### src/rtl/ehl_ahb2apb_bridge.sv
// AHB-Lite slave to APB3 master bridge: one AHB transfer at a time becomes an APB SETUP/ACCESS pair.
// Optional ACCESS timeout is enabled with `define EHL_AHB2APB_TIMEOUT_EN.
module ehl_ahb2apb_bridge #(
  parameter int NSLV           = 4,
  parameter int SEL_LSB        = 12,
  parameter int TIMEOUT_CYCLES = 255
) (
  input  logic              hclk,
  input  logic              hreset,
  input  logic              hsel,
  input  logic [31:0]       haddr,
  input  logic [1:0]        htrans,
  input  logic              hwrite,
  input  logic [2:0]        hsize,
  input  logic              hready_in,
  input  logic [31:0]       hwdata,
  output logic              hready,
  output logic [1:0]        hresp,
  output logic [31:0]       hrdata,
  output logic [31:0]       paddr,
  output logic [NSLV-1:0]   psel,
  output logic              penable,
  output logic              pwrite,
  output logic [31:0]       pwdata,
  input  logic [NSLV*32-1:0] prdata,
  input  logic [NSLV-1:0]   pready,
  input  logic [NSLV-1:0]   pslverr,
  output logic [2:0]        dbg_state
);
  localparam int SB = (NSLV > 1) ? $clog2(NSLV) : 1;

  typedef enum logic [2:0] {
    S_IDLE   = 3'd0,
    S_LATCH  = 3'd1,
    S_SETUP  = 3'd2,
    S_ACCESS = 3'd3,
    S_DONE   = 3'd4,
    S_ERR1   = 3'd5,
    S_ERR2   = 3'd6
  } state_t;

  state_t        state;
  logic [SB-1:0] idx_q;
  logic [SB-1:0] sel_idx;
  logic          accept;
  logic          size_ok;
  logic          cur_ready;
  logic          cur_err;
  logic [31:0]   cur_rdata;
  logic          unused_cfg;

`ifdef EHL_AHB2APB_TIMEOUT_EN
  logic [7:0]    acc_cnt;
`endif

  // Handshake: a transfer is taken only when the bridge itself shows hready=1,
  // so the address phase is consumed in IDLE, DONE or ERR2 and nowhere else.
  assign accept     = hsel & hready_in & htrans[1] & hready;
  assign size_ok    = (hsize <= 3'd2);
  assign sel_idx    = (NSLV == 1) ? '0 : haddr[SEL_LSB +: SB];
  assign dbg_state  = state;
  assign unused_cfg = ^{htrans[0], 8'(TIMEOUT_CYCLES)};

  always_comb begin
    cur_ready = pready[idx_q];
    cur_err   = pslverr[idx_q];
    cur_rdata = prdata[32*idx_q +: 32];
  end

  always_ff @(posedge hclk) begin
    if (hreset) begin
      state   <= S_IDLE;
      hready  <= 1'b1;
      hresp   <= 2'b00;
      hrdata  <= '0;
      paddr   <= '0;
      psel    <= '0;
      penable <= 1'b0;
      pwrite  <= 1'b0;
      pwdata  <= '0;
      idx_q   <= '0;
`ifdef EHL_AHB2APB_TIMEOUT_EN
      acc_cnt <= '0;
`endif
    end else begin
      case (state)
        S_IDLE, S_DONE, S_ERR2: begin
          hready <= 1'b1;
          hresp  <= 2'b00;
          state  <= S_IDLE;
          if (accept) begin
            hready <= 1'b0;
            if (size_ok) begin
              state  <= S_LATCH;
              paddr  <= haddr;
              pwrite <= hwrite;
              idx_q  <= sel_idx;
            end else begin
              // Unsupported size: answer ERROR without touching the APB side.
              state <= S_ERR1;
              hresp <= 2'b01;
            end
          end
        end
        S_LATCH: begin
          if (pwrite) pwdata <= hwdata;
          psel  <= NSLV'(1) << idx_q;
          state <= S_SETUP;
        end
        S_SETUP: begin
          penable <= 1'b1;
          state   <= S_ACCESS;
`ifdef EHL_AHB2APB_TIMEOUT_EN
          acc_cnt <= '0;
`endif
        end
        S_ACCESS: begin
          if (cur_ready) begin
            psel    <= '0;
            penable <= 1'b0;
            if (cur_err) begin
              state <= S_ERR1;
              hresp <= 2'b01;
            end else begin
              if (!pwrite) hrdata <= cur_rdata;
              state  <= S_DONE;
              hready <= 1'b1;
            end
          end
`ifdef EHL_AHB2APB_TIMEOUT_EN
          // pready takes priority over the timeout in the same cycle.
          else if (acc_cnt == 8'(TIMEOUT_CYCLES - 1)) begin
            psel    <= '0;
            penable <= 1'b0;
            state   <= S_ERR1;
            hresp   <= 2'b01;
          end else begin
            acc_cnt <= acc_cnt + 8'd1;
          end
`endif
        end
        S_ERR1: begin
          hready <= 1'b1;
          state  <= S_ERR2;
        end
        default: begin
          state   <= S_IDLE;
          hready  <= 1'b1;
          hresp   <= 2'b00;
          psel    <= '0;
          penable <= 1'b0;
        end
      endcase
    end
  end
endmodule

### config.mk
export PLATFORM = sky130hd
export DESIGN_NAME = ehl_ahb2apb_bridge
export DESIGN_NICKNAME = d
export VERILOG_FILES = /design/src/rtl/ehl_ahb2apb_bridge.sv
export SDC_FILE = /design/constraint.sdc
export NUM_CORES = 1
export LEC_CHECK = 0
export ABC_CLOCK_PERIOD_IN_PS = 2300
export CORE_ASPECT_RATIO = 0.9
export CORE_MARGIN = 2
export CORE_UTILIZATION = 38
export CTS_BUF_LIST = sky130_fd_sc_hd__clkbuf_4 sky130_fd_sc_hd__clkbuf_8
export DETAILED_ROUTE_END_ITERATION = 8
export HOLD_SLACK_MARGIN = 0.05
export PLACE_DENSITY = 0.8
export RECOVER_POWER = 25
export SETUP_SLACK_MARGIN = 0.4
export SKIP_CTS_REPAIR_TIMING = 1
export SLEW_MARGIN = 30
export SYNTH_ARGS = -nofsm -noshare
export SYNTH_HDL_FRONTEND = slang
export SYNTH_SLANG_ARGS = --single-unit
### constraint.sdc
create_clock -name hclk -period 2.3 [get_ports hclk]
set_input_delay 0.46 -clock hclk [delete_from_list [all_inputs] [get_ports hclk]]
set_output_delay 0.46 -clock hclk [all_outputs]
set_load 0.02 [all_outputs]
# Word level (Yosys, flattened, before mapping)
# Index checks and enable logic that the tools add are counted.
[word_totals]
reg_bits = 110
inputBits = 210
out_inout_bits = 108
elab_cells = 67
[op_classes]
order_cmp = 2
eq_ne = 9
shift = 2
n_mux = 22
bitwise_logic = 9
n_reduce_logical = 13
[ops]
columns = ["operator", "count"]
rows = [
  ["$shiftx 128x8->32", 1],
  ["$pmux 3 s5", 1],
  ["$pmux 4 s3", 1],
  ["$reduce_or 5->1", 2],
  ["$eq 3x3->1 const B", 3],
  ["$mux 1", 9],
  ["$mux 3", 3],
  ["$reduce_and 3->1", 3],
  ["$eq 3x2->1 const B", 2],
  ["$ne 2x2->1 const B", 3],
  ["$not 1->1", 6],
  ["$pmux 1 s3", 2],
  ["$pmux 2 s3", 1],
  ["$reduce_and 2->1", 3],
  ["$reduce_or 3->1", 2],
  ["$bmux 1 s2", 2],
  ["$mux 2", 2],
  ["$mux 4", 1],
  ["$reduce_and 4->1", 1],
  ["$shl 1x2->4 const A", 1],
  ["$and 1x1->1", 3],
  ["$eq 3x1->1 const B", 1],
  ["$le 3x2->1 const B", 1],
  ["$logic_not 3->1", 1],
  ["other kinds (2)", 2],
]

# Logic depth before layout (Yosys ltp)
[depth]
ltp_word = 5
mapped_depth = 7
mapped_depth_nobuf = 4

# Worst setup path after synthesis
# Ideal clock, no wire load.
[synth_path]
kind = "register to register"
from = "register paddr[13] (netlist name)"
to = "register hrdata[10]"
setup_time_ns = 0.132
arrival_time_ns = 1.618
required_ns = 2.168
path_slack_ns = 0.549
path_stages_with_launch = 6
path_buffers = 2
synth_period_minus_slack_ns = 1.751
path_cell_list = "dfxtp_1 -> buf_6 -> mux4_2 -> buf_6 -> o31ai_2 -> a21oi_1"
[synth_rtl]
columns = ["item", "line", "text"]
rows = [
  ["end signal: assignment", "125", "if (!pwrite) hrdata <= cur_rdata;"],
  ["end: declaration", "19", "output logic [31:0] hrdata,"],
]

# Final worst setup path
[layout_path]
from = "register state[0], in the netlist dbg_state[0]"
to = "register paddr[9]"
[layout_between]
elab_chain_cells = 3
elab_cells_between_ends = 5
classes_between = "eq/ne (2); reduce/logical (3)"
[layout_rtl]
columns = ["item", "line", "text"]
rows = [
  ["start: declaration", "42", "state_t state;"],
  ["start signal: assignment", "72", "state <= S_IDLE;"],
  ["start signal: assignment", "90", "state <= S_IDLE;"],
  ["start signal: assignment", "94", "state <= S_LATCH;"],
  ["$eq 3x3->1 / $logic_not 3->1 (equally long branches)", "86", "case (state)"],
  ["$reduce_or 3->1 (*)", "86", ""],
  ["$reduce_and 3->1 (no line) (*)", "n/a", ""],
  ["end signal: assignment", "95", "paddr <= haddr;"],
  ["end: declaration", "20", "output logic [31:0] paddr,"],
]
# Every way passes the cells marked *; elsewhere a longest branch is shown, timed or not.
# A chain may end at the register's enable or synchronous reset.

==> results.toml <==
[min_path]
hold_class = "flop to flop"
holdPathStages = 2
min_from = "pwdata[9]$_SDFFE_PP0P_"
hold_end = "pwdata[9]$_SDFFE_PP0P_"

[logic_synthesis]
yosysTopAreaCell = "dfxtp_1"
ys_ff_latch = 107
post_synth_fa_ha_maj_area_fraction = 0
synth-edff-count = 0
synth_mux_area_frac = 0.219
synth_cell_type_count = 40
ys_seq_area_frac = 0.413
ys_top_cells_by_area = "dfxtp_1, mux4_2, o31ai_2"
yosys_warnings = 0
avgSynthCellArea_sq_um = 10.1
synth_fp_nets = 723
synth-compound-area-share = 0.163
synthXorXnorAreaFrac = 0
async_flop_share = 0
netlist_instances = 513
synth_top_family_by_area = "multiplexers"
synth_top_cell_area_share = 0.413
syn_area_sq_um = 5190
synthSimpleGateAreaFrac = 0.150
ys.flop_type = "dfxtp_1"

[timing]
max_slew_margin = 0.539
skew_ns = 0.00550
tns_ns = 0
drv_slew = 0
setup_viol = 0
worstMarginPinSlew_ns = 0.691
rsz0062_at_grt = "true"
min_period_ns = 1.99
fin_crit_sh = 0.867
finalHoldViolations = 0
max_freq_mhz = 501

[clock_tree]
clockBufferDepth = 2
cts_tree = "built"
numCtsBuffers = 9
htree_levels = 3
cts.clk_slew.worst_paths_ns = 0.10
clock-sinks = 107
cts-root-buf = "clkbuf_8"
clk_latency_ns = 0.38

[global_route]
grt_pass1_vias = 5315
grt_use_met3 = 0.0838
grt_pass1_wl_um = 26900
busiest_layer = "met2"
grt_use_total = 0.233
met1_usage = 0.250
grtUsageMet2 = 0.433
grt_max_degree = 43
grt_overflow = 0
antenna_found_initial = 0

[worst_setup_path]
critPathMaxStageDelay_ns = 0.59
rrSetupSlack_ns = 0.31
crit_type = "flop to flop"
critPathSlowestCell = "dfxtp_1"
path_buf_inv = 1
worstPathArrival_ns = 2.26
crit_path_start_kind = "flop"
critPathTopFamily = "flip-flops"
reg2regPathDepth = 5
r2r_start = "dbg_state[0]$_SDFFE_PP0P_"
endpoint_kind = "flop"
worstPathRequired_ns = 2.56
crit_fanout = 33
crit_chain = "and4b_1 -> nand4_2 -> clkbuf_4 -> mux2i_1 -> nor2_1"
reg2reg_to = "paddr[9]$_SDFFE_PP0P_"

[placed_design]
dp_hpwl_um = 13300
dp_cells = 954
globalplace.congestion = 0.834
portBuffers = 315

[floorplan]
die-area_sq_um = 14600
die_y_um = 115
ios = 318
row_count = 40
initial_utilization = 0.388
die_w_um = 127
design.core.area_sq_um = 13400

[job]
max-cap-violations = 0

[power]
p_total_w = 0.00388
power_frac_seq = 0.489
clkPwrFrac = 0.315
power_density_nw_per_um2 = 446
power.leakage_nw = 3.17
power.share.switching = 0.263
netSwitchingPower_w = 0.00102
internal_power_w = 0.00286
ir_worst_vdd_mv = 0.388
p_comb_frac = 0.197

[layout]
insertedDiodeCount = 0
nNetsFinal = 1010
instances_no_fill = 973
layout_commonest_cell = "clkdlybuf4s50_1"
final_cell_mix = "clkdlybuf4s50_1, dfxtp_1, nand2_1"
drive_gt1_frac = 0.133
area_growth_pct = 67.7

[detailed_routing]
ant_nets = 0
drc = 0
vias = 5230
wl_um = 18100
initialDrtViolationCount = 309
dr.pass1.iters = 4
routedWlPerCell_um = 18.6
viasPerCell = 5.38

[outcome]
status = "complete, no violations"
routing by layer:
metal,up-vias,share of wire
li1,2450,-
met1,2517,0.37
met2,232,0.52
met3,31,0.081
met4,0,0.021
met5,-,0
Yosys cell counts (2+ instances only):
cell type / n
dfxtp_1: 107
nand2_1: 70
a21oi_1: 69
nor2_1: 40
mux2i_1: 35
mux4_2: 35
nand4_1: 32
o31ai_2: 29
clkbuf_1: 25
buf_2: 23
nand2b_1: 8
buf_6: 5
nor2b_1: 4
o31ai_1: 3
a32oi_1: 2
nor3_1: 2
state kept, by name, indices dropped and copies added, names as in the netlist:
| register | flops |
|---|---|
| penable | 1 |
| dbg_state | 3 |
| hready | 1 |
| pwdata | 32 |
| hresp | 1 |
| paddr | 32 |
| hrdata | 32 |
| psel | 4 |
| pwrite | 1 |
worst reg2reg max path, stage by stage (launching register included):
cell,delay [ns]
dfxtp_1,0.59
and4b_1,0.28
nand4_2,0.09
clkbuf_4,0.52
mux2i_1,0.34
nor2_1,0.06
power groups by stage:
stage / logic (W) / registers, W / clock network, W
floorplan: 0.000260 / 0.00195 / 0
global placement: 0.000722 / 0.00194 / 0
detailed placement: 0.000738 / 0.00194 / 0
CTS: 0.000742 / 0.00190 / 0.00126
global route: 0.000809 / 0.00190 / 0.00133
finish: 0.000762 / 0.00190 / 0.00122
worst max-delay path by stage:
stage	from	endpoint	cells after the start
after detailed placement	pslverr[3]	hrdata[0]$_SDFFE_PP0P_	6
final	dbg_state[0]$_SDFFE_PP0P_	paddr[9]$_SDFFE_PP0P_	5
after global placement	pslverr[3]	hrdata[0]$_SDFFE_PP0P_	6
after floorplan	paddr[13]$_SDFFE_PP0P_	hrdata[10]$_SDFFE_PP0P_	5
after global routing	paddr[12]$_SDFFE_PP0P_	psel[1]$_SDFFE_PP0P_	4
after CTS	dbg_state[1]$_SDFFE_PP0P_	dbg_state[1]	1
cell type report:
cell class	count	area, sq um
clock buffer	9	124
clock inverter	7	82.6
fill	1085	4660
inverter	2	7.51
multi-input combinational	350	2850
sequential	107	2150
tap	168	210
timing repair buffer	330	3280
logic make-up (layout without fill, tap and decap cells):
logic type | after synthesis | after routing
and+or+nand+nor | 165 | 165
AOI/OAI and AO/OA | 114 | 114
DFF | 107 | 107
muxes | 70 | 70
buffers and inverters | 56 | 348
other | 1 | 1
per-stage QoR:
stage | area, sq um | hold WS (ns) | setup slack, ns | util
after floorplan | 5190 | 0.535 | 0.549 | -
after global placement | 8420 | 0.442 | 0.0875 | 0.630
after detailed placement | 8420 | 0.446 | 0.00985 | 0.630
after CTS | 8630 | 0.461 | 0.127 | 0.646
after global routing | 8700 | 0.474 | 0.207 | 0.651
final | 8700 | 0.464 | 0.306 | 0.651
No activity file was read; power rests on OpenSTA's default activity.
